==> src/rtl/neuromorphic_axi_lite_master.sv <==
// ---------------------------------------------------------------------------
// neuromorphic_axi_lite_master
//
// Turns single register commands (cmd_*) into AXI4-Lite write or read
// transactions and hands the slave's answer back on the rsp_* port. Only one
// transaction is in flight at a time: cmd_ready is high only while idle, and
// the response is held until the consumer takes it.
//
// Ports
//   S_AXI_ACLK, S_AXI_ARESETN   clock, asynchronous active-low reset
//   cmd_valid/cmd_ready         command handshake
//   cmd_write, cmd_addr,        1 = write / 0 = read, byte address,
//   cmd_wdata                   write data
//   rsp_valid/rsp_ready         response handshake
//   rsp_rdata, rsp_resp,        read data (0 for writes), BRESP/RRESP,
//   rsp_timeout                 phase timed out
//   M_AXI_*                     AXI4-Lite master channels AW, W, B, AR, R
//
// Build option
//   NEUROMORPHIC_AXI_TIMEOUT_EN  when defined, every AXI phase is bounded to
//   TIMEOUT_CYCLES cycles; an expired phase is abandoned and reported as
//   rsp_timeout=1 with rsp_resp=SLVERR and rsp_rdata=0. When undefined the
//   FSM waits on the slave indefinitely and rsp_timeout is constant 0.
// ---------------------------------------------------------------------------
module neuromorphic_axi_lite_master #(
    parameter int ADDR_WIDTH     = 9,
    parameter int DATA_WIDTH     = 32,
    parameter int TIMEOUT_CYCLES = 255
) (
    input  logic                    S_AXI_ACLK,
    input  logic                    S_AXI_ARESETN,
    // command
    input  logic                    cmd_valid,
    output logic                    cmd_ready,
    input  logic                    cmd_write,
    input  logic [ADDR_WIDTH-1:0]   cmd_addr,
    input  logic [DATA_WIDTH-1:0]   cmd_wdata,
    // response
    output logic                    rsp_valid,
    input  logic                    rsp_ready,
    output logic [DATA_WIDTH-1:0]   rsp_rdata,
    output logic [1:0]              rsp_resp,
    output logic                    rsp_timeout,
    // AXI4-Lite master
    output logic [ADDR_WIDTH-1:0]   M_AXI_AWADDR,
    output logic                    M_AXI_AWVALID,
    input  logic                    M_AXI_AWREADY,
    output logic [DATA_WIDTH-1:0]   M_AXI_WDATA,
    output logic [DATA_WIDTH/8-1:0] M_AXI_WSTRB,
    output logic                    M_AXI_WVALID,
    input  logic                    M_AXI_WREADY,
    input  logic [1:0]              M_AXI_BRESP,
    input  logic                    M_AXI_BVALID,
    output logic                    M_AXI_BREADY,
    output logic [ADDR_WIDTH-1:0]   M_AXI_ARADDR,
    output logic                    M_AXI_ARVALID,
    input  logic                    M_AXI_ARREADY,
    input  logic [DATA_WIDTH-1:0]   M_AXI_RDATA,
    input  logic [1:0]              M_AXI_RRESP,
    input  logic                    M_AXI_RVALID,
    output logic                    M_AXI_RREADY
);

    typedef enum logic [2:0] {
        ST_IDLE,
        ST_WR_REQ,
        ST_WR_RESP,
        ST_RD_REQ,
        ST_RD_DATA,
        ST_RSP
    } state_t;

    state_t                  state_q, state_d;
    logic [ADDR_WIDTH-1:0]   addr_q, addr_d;
    logic [DATA_WIDTH-1:0]   wdata_q, wdata_d;
    logic                    aw_done_q, aw_done_d;
    logic                    w_done_q, w_done_d;
    logic [DATA_WIDTH-1:0]   rdata_q, rdata_d;
    logic [1:0]              resp_q, resp_d;

    // AW and W complete independently; both may land in the same cycle.
    logic aw_hs, w_hs, aw_done_nxt, w_done_nxt;
    assign aw_hs       = M_AXI_AWVALID && M_AXI_AWREADY;
    assign w_hs        = M_AXI_WVALID  && M_AXI_WREADY;
    assign aw_done_nxt = aw_done_q || aw_hs;
    assign w_done_nxt  = w_done_q  || w_hs;

    // High when the current phase is abandoned this cycle.
    logic timeout_hit;

`ifdef NEUROMORPHIC_AXI_TIMEOUT_EN
    localparam int              CNT_W    = $clog2(TIMEOUT_CYCLES + 1);
    localparam logic [CNT_W-1:0] CNT_LAST = CNT_W'(TIMEOUT_CYCLES - 1);

    logic [CNT_W-1:0] cnt_q, cnt_d;
    logic             timeout_q, timeout_d;
    logic             waiting, phase_complete;

    assign waiting = (state_q == ST_WR_REQ)  || (state_q == ST_WR_RESP) ||
                     (state_q == ST_RD_REQ)  || (state_q == ST_RD_DATA);

    // A phase that completes in its last allowed cycle is not a timeout.
    assign phase_complete =
        ((state_q == ST_WR_REQ)  && aw_done_nxt && w_done_nxt) ||
        ((state_q == ST_WR_RESP) && M_AXI_BVALID)  ||
        ((state_q == ST_RD_REQ)  && M_AXI_ARREADY) ||
        ((state_q == ST_RD_DATA) && M_AXI_RVALID);

    assign timeout_hit = waiting && (cnt_q == CNT_LAST) && !phase_complete;

    // Counter restarts on every state change, so each phase gets its own budget.
    always_comb begin
        cnt_d = cnt_q;
        if (state_d != state_q) begin
            cnt_d = '0;
        end else if (waiting) begin
            cnt_d = cnt_q + 1'b1;
        end
    end

    always_comb begin
        timeout_d = timeout_q;
        if ((state_q == ST_IDLE) && cmd_valid) begin
            timeout_d = 1'b0;
        end else if (timeout_hit) begin
            timeout_d = 1'b1;
        end
    end

    always_ff @(posedge S_AXI_ACLK or negedge S_AXI_ARESETN) begin
        if (!S_AXI_ARESETN) begin
            cnt_q     <= '0;
            timeout_q <= 1'b0;
        end else begin
            cnt_q     <= cnt_d;
            timeout_q <= timeout_d;
        end
    end

    assign rsp_timeout = timeout_q;
`else
    logic cfg_unused;
    assign cfg_unused  = (TIMEOUT_CYCLES == 0);
    assign timeout_hit = 1'b0;
    assign rsp_timeout = 1'b0;
`endif

    // ---------------- state register ----------------
    always_ff @(posedge S_AXI_ACLK or negedge S_AXI_ARESETN) begin
        if (!S_AXI_ARESETN) begin
            state_q <= ST_IDLE;
        end else begin
            state_q <= state_d;
        end
    end

    // ---------------- next-state logic ----------------
    always_comb begin
        state_d = state_q;
        case (state_q)
            ST_IDLE: begin
                if (cmd_valid) begin
                    state_d = cmd_write ? ST_WR_REQ : ST_RD_REQ;
                end
            end
            ST_WR_REQ: begin
                if (aw_done_nxt && w_done_nxt) state_d = ST_WR_RESP;
                else if (timeout_hit)          state_d = ST_RSP;
            end
            ST_WR_RESP: begin
                if (M_AXI_BVALID || timeout_hit) state_d = ST_RSP;
            end
            ST_RD_REQ: begin
                if (M_AXI_ARREADY)    state_d = ST_RD_DATA;
                else if (timeout_hit) state_d = ST_RSP;
            end
            ST_RD_DATA: begin
                if (M_AXI_RVALID || timeout_hit) state_d = ST_RSP;
            end
            ST_RSP: begin
                if (rsp_ready) state_d = ST_IDLE;
            end
            default: state_d = ST_IDLE;
        endcase
    end

    // ---------------- datapath registers ----------------
    always_comb begin
        addr_d    = addr_q;
        wdata_d   = wdata_q;
        aw_done_d = aw_done_q;
        w_done_d  = w_done_q;
        rdata_d   = rdata_q;
        resp_d    = resp_q;
        case (state_q)
            ST_IDLE: begin
                if (cmd_valid) begin
                    addr_d    = cmd_addr;
                    wdata_d   = cmd_wdata;
                    aw_done_d = 1'b0;
                    w_done_d  = 1'b0;
                    rdata_d   = '0;
                    resp_d    = 2'b00;
                end
            end
            ST_WR_REQ: begin
                aw_done_d = aw_done_nxt;
                w_done_d  = w_done_nxt;
            end
            ST_WR_RESP: begin
                if (M_AXI_BVALID) resp_d = M_AXI_BRESP;
            end
            ST_RD_DATA: begin
                if (M_AXI_RVALID) begin
                    rdata_d = M_AXI_RDATA;
                    resp_d  = M_AXI_RRESP;
                end
            end
            default: ;
        endcase
        if (timeout_hit) begin
            rdata_d = '0;
            resp_d  = 2'b10;
        end
    end

    always_ff @(posedge S_AXI_ACLK or negedge S_AXI_ARESETN) begin
        if (!S_AXI_ARESETN) begin
            addr_q    <= '0;
            wdata_q   <= '0;
            aw_done_q <= 1'b0;
            w_done_q  <= 1'b0;
            rdata_q   <= '0;
            resp_q    <= 2'b00;
        end else begin
            addr_q    <= addr_d;
            wdata_q   <= wdata_d;
            aw_done_q <= aw_done_d;
            w_done_q  <= w_done_d;
            rdata_q   <= rdata_d;
            resp_q    <= resp_d;
        end
    end

    // ---------------- outputs ----------------
    // All handshake outputs decode the state register directly, so the async
    // reset drops them in the same instant it forces IDLE.
    always_comb begin
        cmd_ready     = (state_q == ST_IDLE);
        rsp_valid     = (state_q == ST_RSP);
        M_AXI_AWVALID = (state_q == ST_WR_REQ) && !aw_done_q;
        M_AXI_WVALID  = (state_q == ST_WR_REQ) && !w_done_q;
        M_AXI_BREADY  = (state_q == ST_WR_RESP);
        M_AXI_ARVALID = (state_q == ST_RD_REQ);
        M_AXI_RREADY  = (state_q == ST_RD_DATA);
    end

    assign M_AXI_AWADDR = addr_q;
    assign M_AXI_ARADDR = addr_q;
    assign M_AXI_WDATA  = wdata_q;
    assign M_AXI_WSTRB  = '1;
    assign rsp_rdata    = rdata_q;
    assign rsp_resp     = resp_q;

endmodule
==> config.mk <==
export PLATFORM = sky130hd
export DESIGN_NAME = neuromorphic_axi_lite_master
export DESIGN_NICKNAME = d
export VERILOG_FILES = /design/src/rtl/neuromorphic_axi_lite_master.sv
export SDC_FILE = /design/constraint.sdc
export NUM_CORES = 1
export LEC_CHECK = 0
export BUFFER_PORTS_ARGS = -buffer_cell sky130_fd_sc_hd__buf_2
export CAP_MARGIN = 15
export CORE_MARGIN = 4
export CORE_UTILIZATION = 45
export DETAILED_ROUTE_END_ITERATION = 10
export HOLD_SLACK_MARGIN = 0.06
export PLACE_DENSITY = 0.87
export SETUP_SLACK_MARGIN = 0.2
export SYNTH_ARGS = -nofsm -noshare
export SYNTH_HDL_FRONTEND = slang
export SYNTH_SLANG_ARGS = --single-unit
==> constraint.sdc <==
create_clock -name S_AXI_ACLK -period 3.28 [get_ports S_AXI_ACLK]
set_clock_uncertainty 0.05 [all_clocks]
set_input_delay 0.656 -clock S_AXI_ACLK [delete_from_list [all_inputs] [get_ports S_AXI_ACLK]]
set_output_delay 0.656 -clock S_AXI_ACLK [all_outputs]
set_load 0.01 [all_outputs]
==> results by stage <==
Timing:
- The worst path in the final design needs a cycle of 2.42 ns, including I/O delays and setup.
- Setup repair after global routing left no endpoint under its margin.
- Adding up every negative setup slack in the final design gives 0 ns.
- The max-slew violation total from the final report came to 0.
- Of the available clock period, the critical path in the final layout requires 73.9%.
- The worst max-slew margin expressed relative to the limit is 34.9%.
- The count of endpoints failing hold in the final timing report is 0.
- Based on the critical path, the design can be clocked at up to 412 MHz.
- At the pin with the least slew margin, the transition time is 0.977 ns.
- The final setup violation count is 0.

Final layout:
- At the end of the flow, the number of nets in the layout was approximately 550.
- The final antenna diode count is 0.
- The library cells used most frequently in the layout, excluding fill and tap cells, are sky130_fd_sc_hd__buf_2, sky130_fd_sc_hd__dfrtp_1, sky130_fd_sc_hd__mux2_1, sky130_fd_sc_hd__nand4_1, sky130_fd_sc_hd__inv_1.
- For this run, the number of standard cells in the final layout without fillers is 565.
- The area overhead of the layout relative to synthesis is 30.2%.
- With fillers left out, the area of the finished cells amounts to between 4000 and 5000 um2.
- Leaving out fill and tap cells, the most frequent cell in the layout is sky130_fd_sc_hd__buf_2.
- The utilization after layout is 61.3%.
- Of the cells placed in the final design, the portion with a size suffix greater than 1 is 43.6%.

Power and ir drop:
- The static leakage is approximately 2.3 nW.
- The total power consumption of the routed design is 0.00440 W.
- Dividing total power by cell area gives a power density of 973 nW/um2.
- Across the VDD grid, the largest voltage drop is 0.500 mV.

Setup path:
- The highest fanout seen on the critical path is 35.
- The start of the worst register-to-register path is state_q[1]$_DFFE_PN0P_.
- The worst endpoint required time is approximately 2.6 ns.
- The worst setup path is launched from a register.
- Measured in cells, the most critical reg-to-reg path has a length of 3.
- The internal reg-to-reg setup slack is 1.10 ns.
- The type of the worst setup path is register to output pin.
- The endpoint of the lowest-slack register-to-register path is M_AXI_WDATA[14]$_DFFE_PN0P_.
- The capturing element type of the critical path is an output pin.
- The arrival time of the worst setup path is between 1.5 and 2 ns.

Die:
- Measured along the x axis, the die boundary spans 95.8 um.
- From bottom edge to top edge, the die measures 95.8 um.
- The core region area is 7370 um2.
- The floorplan die area is 9180 um2.
- Once the floorplan was initialized, standard cells occupied 47.1% of the core.
- The count of boundary I/O pins is 183.
- Row generation in the floorplan step produced 31 rows.

Hold path:
- The worst hold-check path type is input port to asynchronous set/reset pin.

Run:
- The number of maximum-capacitance violations is 0.

Logic synthesis:
- The sequential fraction of the synthesis area is 57.7%.
- The synthesized netlist contains 31 unique library cells.
- The count of warnings emitted by yosys is 0.
- The instance count of the mapped netlist is approximately 300.
- The post-synthesis cell area is 3470 um2.
- The post-synthesis average cell area is 11.5 um2.
- The synthesis-stage register bit count is 80.

CTS:
- The clock-pin slew on the worst setup and hold paths is about 0.08 ns.
- The clock drives 80 sinks.
- The clock tree from TritonCTS is built.
- For this design, the CTS-stage hold fixing added 0 buffers.
- In this run, CTS created clock tree buffers numbering 9.
- In this run the clock root is driven by a sky130_fd_sc_hd__clkbuf_8.
- The buffer depth of the longest clock path is 2.
- The number of levels in the clock H-tree is 3.
- The number of gates given a new drive strength after cts is 0.
- After clock tree synthesis, the setup repair step added 0 buffers.
- At the later pin of the worst-skew pair, clock insertion delay measures roughly 0.33 ns.

Global route:
- The global routing usage summed across all routing layers is 18.3%.
- The via count of the first global-routing pass came to 2736.
- The largest net degree at the start of global routing is 81.
- The number of antenna violations at the first check in global routing is 1.
- For this run the aggregate overflow at the end of global routing stands at 0.
- The first-pass GRT wire length is roughly 13000 um.

Placed design:
- In this run the cell area measured after placement is around 4300 um2.
- The sum of net half-perimeters after detailed placement is 6390 um.
- After detailed placement, the design holds a cell count of 549.
- The port buffer count is 177.
- The routability congestion estimate from global placement is a little over 0.8.

Drt:
- The routed length on met2 is 4160 um.
- The remaining design rule violation count is 0.
- The detailed-route wire length is ~8600 um.
- The met1 routed wirelength after detailed routing is 3370 um.
- The number of detailed-routing iterations run before antenna repair is 5.
- The routed via count is 2843.
- The wire length per cell after detailed routing is 15.2 um.
- The met3 layer wire length in the routed design is 984 um.
- The mean number of vias per cell is 5.03.
- The DRC marker count from the first detailed-route iteration is 92.
- The top layer used by detailed routing is met5.
- The remaining number of nets flagged by the antenna check after routing is 0.

Outcome:
- The flow ran to the end, and the final reports show no timing, DRC or antenna violations.
[critical path: stages (launching register included)]
cell,delay (ns)
sky130_fd_sc_hd__dfrtp_1,0.55
sky130_fd_sc_hd__nor2_2,0.18
sky130_fd_sc_hd__buf_4,0.34
sky130_fd_sc_hd__and2_1,0.18
sky130_fd_sc_hd__buf_2,0.12
[per-layer routing]
layer	vias to the layer above	global-route usage [%]
li1	1337	-
met1	1350	21.7
met2	145	31.6
met3	9	5.63
met4	2	6.40
met5	-	0
[cells in the mapped netlist]
cell type                   instances  share of area, %
sky130_fd_sc_hd__dfrtp_1           80                58
sky130_fd_sc_hd__mux2_1            41                13
sky130_fd_sc_hd__nand4_1           34               6.1
sky130_fd_sc_hd__inv_1             32               3.5
sky130_fd_sc_hd__o21ai_1           31               4.5
sky130_fd_sc_hd__buf_4             14               3.0
sky130_fd_sc_hd__buf_2              9               1.3
sky130_fd_sc_hd__clkbuf_1           8              0.87
sky130_fd_sc_hd__nor2_1             8              0.87
sky130_fd_sc_hd__nand2_1            6              0.65
sky130_fd_sc_hd__a21oi_1            5              0.72
sky130_fd_sc_hd__buf_6              4               1.3
sky130_fd_sc_hd__nand2b_1           3              0.54
sky130_fd_sc_hd__nor3b_1            3              0.65
sky130_fd_sc_hd__o21ai_0            3              0.43
sky130_fd_sc_hd__and2_1             2              0.36
sky130_fd_sc_hd__conb_1             2              0.22
sky130_fd_sc_hd__nor3_2             2              0.58
sky130_fd_sc_hd__o211ai_1           2              0.43
sky130_fd_sc_hd__or3b_1             2              0.50
sky130_fd_sc_hd__a221oi_1           1              0.25
sky130_fd_sc_hd__buf_1              1              0.11
sky130_fd_sc_hd__inv_2              1              0.11
sky130_fd_sc_hd__mux2_2             1              0.32
sky130_fd_sc_hd__mux2i_1            1              0.29
sky130_fd_sc_hd__nand4b_1           1              0.25
sky130_fd_sc_hd__nand4bb_1          1              0.32
sky130_fd_sc_hd__nor2_2             1              0.18
sky130_fd_sc_hd__nor4bb_1           1              0.29
sky130_fd_sc_hd__o22ai_1            1              0.18
sky130_fd_sc_hd__or2_1              1              0.18
[worst max-delay path by stage]
stage                                start                           to  slack, ns
floorplan           state_q[1]$_DFFE_PN0P_                 M_AXI_RREADY       1.35
global placement    state_q[0]$_DFFE_PN0P_  M_AXI_WDATA[13]$_DFFE_PN0P_       1.17
detailed placement  state_q[0]$_DFFE_PN0P_  M_AXI_WDATA[14]$_DFFE_PN0P_       1.10
CTS                 state_q[1]$_DFFE_PN0P_                 M_AXI_RREADY       0.84
global route        state_q[1]$_DFFE_PN0P_                 M_AXI_RREADY       0.75
finish              state_q[1]$_DFFE_PN0P_                 M_AXI_RREADY       0.86
[layout make-up]
type / count / area, um2
clock buffers: 12 / 165
clock inverters: 4 / 51.3
fillers: 605 / 2850
inverters: 33 / 124
multi-input cells: 156 / 1130
flip-flops and latches: 80 / 2000
well taps: 99 / 124
repair buffers: 181 / 918
[cell families (layout without fill, tap and decap cells)]
kind of cell | Yosys count | after routing | synth area share [%]
AO/OA/AOI/OAI | 43 | 43 | 6.49
buffers and inverters | 69 | 230 | 10.2
flip-flops | 80 | 80 | 57.7
multiplexers | 43 | 43 | 13.9
other | 2 | 5 | 0.216
AND/OR/NAND/NOR | 65 | 65 | 11.5
[metrics by stage]
| step | setup slack (ns) | hold WS (ns) |
|---|---|---|
| floorplan | 1.35 | 0.310 |
| global placement | 1.17 | 0.412 |
| detailed placement | 1.10 | 0.420 |
| CTS | 0.836 | 0.437 |
| global route | 0.747 | 0.445 |
| finish | 0.855 | 0.428 |
[flip-flops by register name, summed over array words and instances, names as in the netlist]
name	cells
M_AXI_ARADDR	9
aw_done_q	1
state_q	3
rsp_rdata	32
M_AXI_WDATA	32
rsp_resp	2
w_done_q	1
[where the power goes]
part | total (W) | leakage (nW) | internal [W] | switching, W
clock | 0.000756 | 0.109 | 0.000414 | 0.000341
combinational | 0.00185 | 1.18 | 0.000807 | 0.00104
sequential | 0.00180 | 1.01 | 0.00148 | 0.000316
(Power assumes the default switching activity.)
